`src/rtl/div_pkg.sv`:
```
// Shared definitions for the sequential divider: state encoding and sizing helpers.
package div_pkg;

  localparam int DIV_DATA_WIDTH = 32;

  // ABSA, ABSD, SGNQ and SGNR are only ever entered in the signed build.
  typedef enum logic [2:0] {
    st_idle = 3'd0,
    st_absa = 3'd1,
    st_absd = 3'd2,
    st_iter = 3'd3,
    st_fix  = 3'd4,
    st_sgnq = 3'd5,
    st_sgnr = 3'd6,
    st_done = 3'd7
  } div_state_e;

  function automatic int div_iters(input int width);
    return width;
  endfunction

  function automatic int div_cnt_w(input int width);
    return $clog2(width);
  endfunction

endpackage

```
`src/rtl/div_addsub.sv`:
```
// DATA_WIDTH+1-bit add/subtract: 4-bit carry-lookahead blocks chained block to
// block, plus the top sign bit. Subtract is a + ~b + 1.
module div_addsub
  import div_pkg::*;
#(
  parameter int DATA_WIDTH = DIV_DATA_WIDTH
) (
  input  logic [DATA_WIDTH:0] a,
  input  logic [DATA_WIDTH:0] b,
  input  logic                sub,
  output logic [DATA_WIDTH:0] sum
);

  localparam int NB = DATA_WIDTH / 4;

  logic [DATA_WIDTH:0]   bx;
  logic [DATA_WIDTH:0]   p;
  logic [DATA_WIDTH:0]   c;
  logic [DATA_WIDTH-1:0] g;

  assign bx   = b ^ {(DATA_WIDTH + 1){sub}};
  assign p    = a ^ bx;
  assign g    = a[DATA_WIDTH-1:0] & bx[DATA_WIDTH-1:0];
  assign c[0] = sub;

  // Each block resolves its four carries from its own g/p and the block carry-in.
  for (genvar blk = 0; blk < NB; blk++) begin : g_cla
    localparam int L = 4 * blk;
    assign c[L+1] = g[L]
                  | (p[L] & c[L]);
    assign c[L+2] = g[L+1]
                  | (p[L+1] & g[L])
                  | (p[L+1] & p[L] & c[L]);
    assign c[L+3] = g[L+2]
                  | (p[L+2] & g[L+1])
                  | (p[L+2] & p[L+1] & g[L])
                  | (p[L+2] & p[L+1] & p[L] & c[L]);
    assign c[L+4] = g[L+3]
                  | (p[L+3] & g[L+2])
                  | (p[L+3] & p[L+2] & g[L+1])
                  | (p[L+3] & p[L+2] & p[L+1] & g[L])
                  | (p[L+3] & p[L+2] & p[L+1] & p[L] & c[L]);
  end

  assign sum = p ^ c;

endmodule

```
`src/rtl/div_seq.sv`:
```
// Multi-cycle non-restoring divider, one quotient bit per clock through a shared adder.
// Define DIV_SIGNED_EN for two's-complement operands (adds ABSA/ABSD/SGNQ/SGNR).
module div_seq
  import div_pkg::*;
#(
  parameter int DATA_WIDTH = DIV_DATA_WIDTH
) (
  input  logic                  clock,
  input  logic                  clear,
  input  logic                  start,
  input  logic [DATA_WIDTH-1:0] dividend,
  input  logic [DATA_WIDTH-1:0] divisor,
  output logic                  busy,
  output logic                  done,
  output logic [DATA_WIDTH-1:0] quotient,
  output logic [DATA_WIDTH-1:0] remainder,
  output logic                  div_zero
);

  localparam int W     = DATA_WIDTH;
  localparam int CNT_W = div_cnt_w(W);
  localparam logic [CNT_W-1:0] CNT_LAST = CNT_W'(div_iters(W) - 1);
  localparam logic [W-1:0]     ALL_ONES = '1;

  div_state_e state, state_nxt;

  logic [W-1:0]     q_reg;   // dividend on entry, quotient bits shift in at [0]
  logic [W-1:0]     d_reg;
  logic [W:0]       p_reg;
  logic [CNT_W-1:0] cnt;
  logic [W:0]       p_shift;
  logic [W:0]       add_a, add_b, add_sum;
  logic             add_sub;
`ifdef DIV_SIGNED_EN
  logic             neg_q, neg_r;
`endif

  assign p_shift = {p_reg[W-1:0], q_reg[W-1]};

  div_addsub #(.DATA_WIDTH(W)) u_addsub (
    .a   (add_a),
    .b   (add_b),
    .sub (add_sub),
    .sum (add_sum)
  );

  // NOTE: sequential state uses non-blocking (<=) so every register samples pre-edge values.
  always_ff @(posedge clock or posedge clear) begin
    if (clear) state <= st_idle;
    else       state <= state_nxt;
  end

  // NOTE: default assignment first so no path leaves state_nxt unassigned (no latch).
  always_comb begin
    state_nxt = state;
    case (state)
      st_idle: begin
        if (start) begin
          if (divisor == '0) state_nxt = st_done;
`ifdef DIV_SIGNED_EN
          else               state_nxt = st_absa;
`else
          else               state_nxt = st_iter;
`endif
        end
      end
`ifdef DIV_SIGNED_EN
      st_absa: state_nxt = st_absd;
      st_absd: state_nxt = st_iter;
      st_fix:  state_nxt = st_sgnq;
      st_sgnq: state_nxt = st_sgnr;
      st_sgnr: state_nxt = st_done;
`else
      st_fix:  state_nxt = st_done;
`endif
      st_iter: if (cnt == '0) state_nxt = st_fix;
      st_done: state_nxt = st_idle;
      default: state_nxt = st_idle;
    endcase
  end

  always_comb begin
    busy = 1'b1;
    done = 1'b0;
    case (state)
      st_idle: busy = 1'b0;
      st_done: begin
        busy = 1'b0;
        done = 1'b1;
      end
      default: ;
    endcase
  end

  // Operand steering for the single shared adder; the sign states compute 0 - x.
  always_comb begin
    add_a   = '0;
    add_b   = '0;
    add_sub = 1'b0;
    case (state)
      st_iter: begin
        add_a   = p_shift;
        add_b   = {1'b0, d_reg};
        add_sub = ~p_reg[W];
      end
      st_fix: begin
        add_a = p_reg;
        add_b = {1'b0, d_reg};
      end
`ifdef DIV_SIGNED_EN
      st_absa: begin
        add_b   = {1'b0, q_reg};
        add_sub = 1'b1;
      end
      st_absd: begin
        add_b   = {1'b0, d_reg};
        add_sub = 1'b1;
      end
      st_sgnq: begin
        add_b   = {1'b0, quotient};
        add_sub = 1'b1;
      end
      st_sgnr: begin
        add_b   = {1'b0, remainder};
        add_sub = 1'b1;
      end
`endif
      default: ;
    endcase
  end

  always_ff @(posedge clock or posedge clear) begin
    if (clear) begin
      q_reg     <= '0;
      d_reg     <= '0;
      p_reg     <= '0;
      cnt       <= '0;
      quotient  <= '0;
      remainder <= '0;
      div_zero  <= 1'b0;
`ifdef DIV_SIGNED_EN
      neg_q     <= 1'b0;
      neg_r     <= 1'b0;
`endif
    end else begin
      case (state)
        st_idle: begin
          if (start) begin
            q_reg     <= dividend;
            d_reg     <= divisor;
            p_reg     <= '0;
            cnt       <= CNT_LAST;
            quotient  <= '0;
            remainder <= '0;
            div_zero  <= 1'b0;
`ifdef DIV_SIGNED_EN
            neg_q     <= dividend[W-1] ^ divisor[W-1];
            neg_r     <= dividend[W-1];
`endif
            // Divide by zero bypasses the datapath and reports the raw dividend.
            if (divisor == '0) begin
              div_zero  <= 1'b1;
              quotient  <= ALL_ONES;
              remainder <= dividend;
            end
          end
        end
`ifdef DIV_SIGNED_EN
        st_absa: if (neg_r)       q_reg <= add_sum[W-1:0];
        st_absd: if (d_reg[W-1])  d_reg <= add_sum[W-1:0];
        st_sgnq: if (neg_q)       quotient  <= add_sum[W-1:0];
        st_sgnr: if (neg_r)       remainder <= add_sum[W-1:0];
`endif
        st_iter: begin
          p_reg <= add_sum;
          q_reg <= {q_reg[W-2:0], ~add_sum[W]};
          cnt   <= cnt - CNT_W'(1);
        end
        st_fix: begin
          // Final restore: a negative partial remainder gets the divisor added back.
          p_reg     <= p_reg[W] ? add_sum : p_reg;
          remainder <= p_reg[W] ? add_sum[W-1:0] : p_reg[W-1:0];
          quotient  <= q_reg;
        end
        default: ;
      endcase
    end
  end

endmodule

```
`config.mk`:
```
export PLATFORM = sky130hd
export DESIGN_NAME = div_seq
export DESIGN_NICKNAME = d
export VERILOG_FILES = /design/src/rtl/div_pkg.sv /design/src/rtl/div_addsub.sv /design/src/rtl/div_seq.sv
export SDC_FILE = /design/constraint.sdc
export NUM_CORES = 1
export LEC_CHECK = 0
export CORE_AREA = 4 4 154 156
export CTS_CLUSTER_SIZE = 20
export DETAILED_ROUTE_END_ITERATION = 8
export DIE_AREA = 0 0 158 160
export PLACE_DENSITY = 0.67
export REMOVE_ABC_BUFFERS = 1
export SETUP_SLACK_MARGIN = 0.1
export SYNTH_ARGS = -nofsm -noshare
export SYNTH_HDL_FRONTEND = slang
export SYNTH_SLANG_ARGS = --single-unit
```
`constraint.sdc`:
```
create_clock -name clock -period 7.2 [get_ports clock]
set_input_delay 2.16 -clock clock [delete_from_list [all_inputs] [get_ports clock]]
set_output_delay 2.16 -clock clock [all_outputs]
set_load 0.005 [all_outputs]
```
==> results of run 1 <==
worst max-delay path: stages (launching register included):
cell and delay (ns):
dfrtp_1 0.44, inv_1 0.12, ha_1 0.74, buf_4 0.49
nand2_1 0.13, xnor2_1 0.15, ha_1 0.43, and4_4 0.26
and3_1 0.18, a32oi_1 0.25, a21oi_2 0.14, nor3_1 0.29
o21bai_1 0.16, a21o_1 0.23, fa_1 0.49, mux2_2 0.28
nand2_1 0.06, a31oi_1 0.08
cell type report:
type                            instances  area, µm²  area share (%)
Multi-Input combinational cell        816       5450            44.9
Timing Repair Buffer                  151       1470            12.1
Sequential cell                       169       4230            34.9
Inverter                               13       53.8           0.444
Clock buffer                           18        439            3.62
Clock inverter                         14        129            1.06
Tap cell                              285        357            2.94
report_power, final:
group          switching, W  internal (W)  total (W)
clock network      0.000428      0.000466   0.000894
registers          0.000333       0.00139    0.00173
logic               0.00174       0.00138    0.00312
stage by stage:
step	worst slack [ns]	util, %
final	2.09	54.2
after global routing	1.69	54.2
after CTS	2.13	54.2
after detailed placement	2.16	51.7
after global placement	2.29	51.7
after floorplan	0.465	-
kinds of logic after synthesis:
group	share of synthesized area [%]
and+or+nand+nor	14.9
AOI/OAI and AO/OA	19.8
DFF	42.4
buffers and inverters	3.52
muxes	8.62
xor gates and xnor gates	4.39
adders and majority gates	6.42
routing by layer:
metal,track usage (%),part of all wire (%)
met5,0,0
met4,6.24,1.9
met3,3.20,6.0
met2,31.3,43
met1,32.7,49
cells in the final DEF (no fill, tap or decap), types with 17 or more instances in the layout:
| cell | n |
|---|---|
| mux2i_1 | 41 |
| a21oi_1 | 75 |
| xnor2_1 | 41 |
| clkbuf_16 | 17 |
| a31oi_1 | 29 |
| buf_4 | 18 |
| ha_1 | 38 |
| a22oi_1 | 32 |
| dfrtp_1 | 168 |
| nand3_1 | 23 |
| o21ai_0 | 82 |
| mux2_2 | 38 |
| nor2b_1 | 38 |
| nor2_1 | 56 |
| clkdlybuf4s50_1 | 133 |
| nand2_1 | 150 |
path summary, 6_finish.rpt:
check | start | to | slack [ns] | cells after the start
max | state[1] | remainder[28] | 2.09 | 17
min reg2reg | quotient[24] | quotient[24] | 0.48 | 2
min in group asynchronous | clear | quotient[11] | 2.30 | 2
max in group asynchronous | clear | p_reg[32] | 3.81 | 3
min | quotient[24] | quotient[24] | 0.48 | 2
max reg2reg | state[1] | remainder[28] | 2.09 | 17
==> qor.csv, run 1 <==
stage,metric,value,unit
run_status,status,"complete, no violations",
placed_design,cell total after placement,1434,
timing,final hold vios,0,
global_route,first-pass GRT wire length,43400,µm
timing,final hold slack,0.477,ns
global_route,largest net degree at the start of global routing,100,
routing,number of remaining DRC errors,0,
synthesis,#FFs+latches synth,169,
pwr,maximum vdd drop,280,µV
floorplan,Die Wd,158,µm
cells_and_area,area delta synth->final,21.5,%
floorplan,initial core utilization,44.6,%
timing,Final Setup Violations,0,
timing,RSZ-0062 raised after global routing,false,
floorplan,Die Y,160,µm
timing,Worst-Margin Slew,0.997,ns
synthesis,synthesized area,9980,µm²
worst_setup_path,CP arrival,5.39,ns
cells_and_area,share of layout cells above drive strength 1,8.89,%
clock_network,clk sink count,169,
clock_network,clock buffer depth,2,
clock_network,CTS tree,done,
synthesis,"EDFF count, synth",0,
routing,TritonRoute pass-1 iters,5,
clock_network,postcts setup bufs,0,
synthesis,synthesized netlist cell count,1076,
clock_network,clk root buf,clkbuf_16,
synthesis,ranking of synthesized cells by area,"dfrtp_1 (42%), nand2_1 (5.6%), ha_1 (5.0%)",
placed_design,post-DP HPWL,19100,µm
global_route,initial antenna violation count,0,
routing,WL per Instance,18.4,µm
synthesis,top cell type's share of synthesized area,42.4,%
global_route,GR Util All Layers,21.3,%
synthesis,share of flip-flops with an asynchronous set or reset,100,%
routing,post-route ant nets,0,
synthesis,"Seq/Total Area, Yosys",42.4,%
timing,clk_skew,0.00769,ns
timing,FMAX,196,MHz
pwr,Power Density,473,nW/µm²
worst_setup_path,Worst Path Required,7.48,ns
cells_and_area,max reg flops,33,
floorplan,Placeable Area,22400,µm²
routing,Initial DRC Count,702,
clock_network,Worst-path clk slew,0.07,ns
global_route,vias in the first global route,8026,
clock_network,CTS buffer count,17,
timing,Setup TNS,0,ns
timing,Worst slew margin,33.3,%
floorplan,Die Footprint,25300,µm²
placed_design,IO buf count,133,
worst_setup_path,Crit Path Category,flop to flop,
hold_path,worst min path class,flop to flop,
floorplan,# rows,55,
worst_setup_path,CP max FO,47,
routing,Vias/cell,5.70,
pwr,Leakage,5.03,nW
cells_and_area,Nets,1282,
clock_network,clock latency on the worst-skew pair,0.43,ns
clock_network,# hold bufs at CTS,0,
placed_design,Routability Congestion,0.859,
job,MaxCap Viol Count,0,
timing,Tmin final,5.11,ns
cells_and_area,fin cells,1466,
synthesis,prevailing post-synth register cell,dfrtp_1,
cells_and_area,Ant. Diodes,0,
worst_setup_path,CP startpoint kind,flop,
timing,Pins Over Slew Limit,0,
synthesis,most frequent cell after synthesis,dfrtp_1,
pwr,overall power,0.00574,W
synthesis,Synth Area per Inst,9.28,µm²
cells_and_area,fillers,2015,
synthesis,"area leader, netlist",dfrtp_1,
cells_and_area,fin area,12100,µm²
routing,total wire length,27000,µm
placed_design,Post-DP Area,11600,µm²
worst_setup_path,Worst setup EP type,flop,
global_route,total gr overflow,0,
synthesis,"Distinct cells, synth",62,
synthesis,yosys warns,0,
clock_network,number of H-tree levels,4,
routing,Vias,8362,
timing,crit share post-route,70.9,%
floorplan,IO Pins,134,
synthesis,commonest cells in the netlist,"dfrtp_1 (169), nand2_1 (150), o21ai_0 (82)",
clock_network,cts repair resizes,0,
Power figures use the tool's default switching activity.
==> run 2, diff against run 1 <==
clock period = 5.3 ns   (was 7.2 ns; I/O delays follow)
==> run 2 against run 1 <==
Effect of this change: wire length grew 0.72%; critical path depth shrank 1; maximum frequency grew 8.3%; flip-flop and latch count is the same.
==> qor.csv, run 2 (same netlist as run 1, synthesis figures left out) <==
stage,metric,value,unit,change
global_route,vias in the first global route,7916,,-1.4%
worst_setup_path,Worst Path Required,5.60,ns,-1.88 ns
routing,TritonRoute pass-1 iters,5,,unchanged
timing,final hold vios,0,,unchanged
floorplan,Die Wd,158,µm,unchanged
global_route,M3 GR Usage,3.31,%,+0.11 points
pwr,maximum vdd drop,388,µV,+38%
placed_design,cell total after placement,1435,,+0.070%
pwr,Leakage,5.06,nW,+0.62%
timing,Tmin final,4.72,ns,-0.389 ns
routing,Vias,8343,,-0.23%
timing,FMAX,212,MHz,+8.3%
placed_design,Place WS,0.696,ns,-1.46 ns
hold_path,worst min path class,flop to flop,,
global_route,total gr overflow,0,,unchanged
cells_and_area,Nets,1283,,+0.078%
global_route,first-pass GRT wire length,43500,µm,+0.32%
timing,final worst slack,0.583,ns,-1.51 ns
global_route,initial antenna violation count,0,,unchanged
worst_setup_path,number of buffers and inverters on the critical path,1,,-1
cells_and_area,Ant. Diodes,0,,unchanged
cells_and_area,area delta synth->final,22.1,%,
timing,clk_skew,0.0200,ns,+0.0123 ns
routing,Initial DRC Count,651,,-7.3%
clock_network,clk root buf,clkbuf_16,,
routing,WL per Instance,18.5,µm,+0.65%
placed_design,IO buf count,133,,unchanged
clock_network,CTS tree,done,,
clock_network,postcts setup bufs,0,,unchanged
floorplan,IO Pins,134,,unchanged
cells_and_area,highest-count cells in the layout ignoring fill and taps,"dfrtp_1 (168), nand2_1 (150), clkdlybuf4s50_1 (133)",,
clock_network,CTS buffer count,17,,unchanged
routing,total wire length,27200,µm,+0.72%
pwr,Power Density,651,nW/µm²,+38%
job,MaxCap Viol Count,0,,unchanged
cells_and_area,fin cells,1467,,+0.068%
timing,Worst slew margin,25.5,%,-7.8 points
global_route,grt met1 use,32.7,%,about the same
cells_and_area,max reg flops,33,,unchanged
cells_and_area,Final Util,54.5,%,+0.29 points
floorplan,Placeable Area,22400,µm²,unchanged
clock_network,cts repair resizes,0,,unchanged
clock_network,clk sink count,169,,unchanged
worst_setup_path,Worst setup EP type,flop,,
global_route,met2 Usage GRT,31.6,%,+0.33 points
global_route,largest net degree at the start of global routing,67,,-33%
worst_setup_path,CP arrival,5.02,ns,-0.37 ns
clock_network,number of H-tree levels,4,,unchanged
clock_network,Worst-path clk slew,0.07,ns,about the same
timing,RSZ-0062 raised after global routing,false,,
global_route,GR Util All Layers,21.4,%,+0.071 points
worst_setup_path,CP max stage cell,nor2b_4,,
clock_network,# hold bufs at CTS,0,,unchanged
worst_setup_path,FF-to-FF setup slack,0.58,ns,-1.51 ns
worst_setup_path,CP max FO,23,,-51%
worst_setup_path,CP startpoint kind,flop,,
routing,number of remaining DRC errors,0,,unchanged
floorplan,Die Footprint,25300,µm²,unchanged
worst_setup_path,"slowest stage delay, CP",0.70,ns,-0.04 ns
run_status,status,"complete, no violations",,
timing,Final Setup Violations,0,,unchanged
clock_network,clock latency on the worst-skew pair,0.44,ns,about the same
placed_design,post-DP HPWL,19000,µm,-0.48%
floorplan,initial core utilization,44.6,%,unchanged
worst_setup_path,crit-path leading delay family,simple AND/OR/NAND/NOR gates,,
floorplan,# rows,55,,unchanged
floorplan,Die Y,160,µm,unchanged
timing,crit share post-route,89.0,%,+18 points
routing,Vias/cell,5.69,,-0.30%
cells_and_area,"commonest non-fill, non-tap cell in the layout",dfrtp_1,,
cells_and_area,share of layout cells above drive strength 1,8.88,%,about the same
timing,Worst-Margin Slew,1.12,ns,+0.121 ns
worst_setup_path,Crit Path Category,flop to flop,,
routing,post-route ant nets,0,,unchanged
global_route,Top Usage Layer GRT,met1,,
placed_design,Routability Congestion,0.877,,+2.0%
timing,Pins Over Slew Limit,0,,unchanged
pwr,overall power,0.00794,W,+38%
timing,Setup TNS,0,ns,unchanged
clock_network,clock buffer depth,2,,unchanged
worst_setup_path,CP cell instances,inv_1 > ha_1 > nor2b_4 > xnor2_1 > ha_1 > and4_4 > a221oi_1 > o21ai_1 > nor3_1 > o21bai_1 > a21o_1 > fa_1 > xnor2_1 > nand2_1 > o211ai_1 > a31oi_1,,
run 2: final timing paths:
kind / end / cells past startpoint / start
min in group asynchronous: quotient[11] / 2 / clear
worst min-delay path: quotient[1] / 2 / quotient[1]
worst max register to register: remainder[29] / 16 / state[2]
max in group asynchronous: p_reg[32] / 3 / clear
worst min register to register: quotient[1] / 2 / quotient[1]
worst max-delay path: remainder[29] / 16 / state[2]
run 2: where the power goes:
part | switching [W] | internal [W]
Combinational | 0.00239 | 0.00189
Sequential | 0.000435 | 0.00189
Clock | 0.000599 | 0.000730
Total | 0.00343 | 0.00451
run 2: final cells by class:
cell class                 count  area (µm²)
clock buffer                  18         439
sequential                   169        4230
timing repair buffer         152        1490
inverter                      13        53.8
fill                        2027       10200
clock inverter                14         183
multi-input combinational    816        5440
tap                          285         357
run 2: tightest hold or removal path: stages (launching register included):
cell	delay (ns)
dfrtp_1	0.34
nand2_1	0.04
o21ai_0	0.06
run 2: per-stage QoR:
step	cell area, µm²	hold WS, ns
after floorplan	9680	0.460
after global placement	11600	0.462
after detailed placement	11600	0.471
after CTS	12200	0.487
after global routing	12200	0.499
final	12200	0.479
run 2: layer usage:
layer | part of all wire (%) | vias up
li1 | - | 4033
met1 | 49 | 4021
met2 | 44 | 254
met3 | 5.2 | 35
met4 | 1.7 | 0
met5 | 0 | -
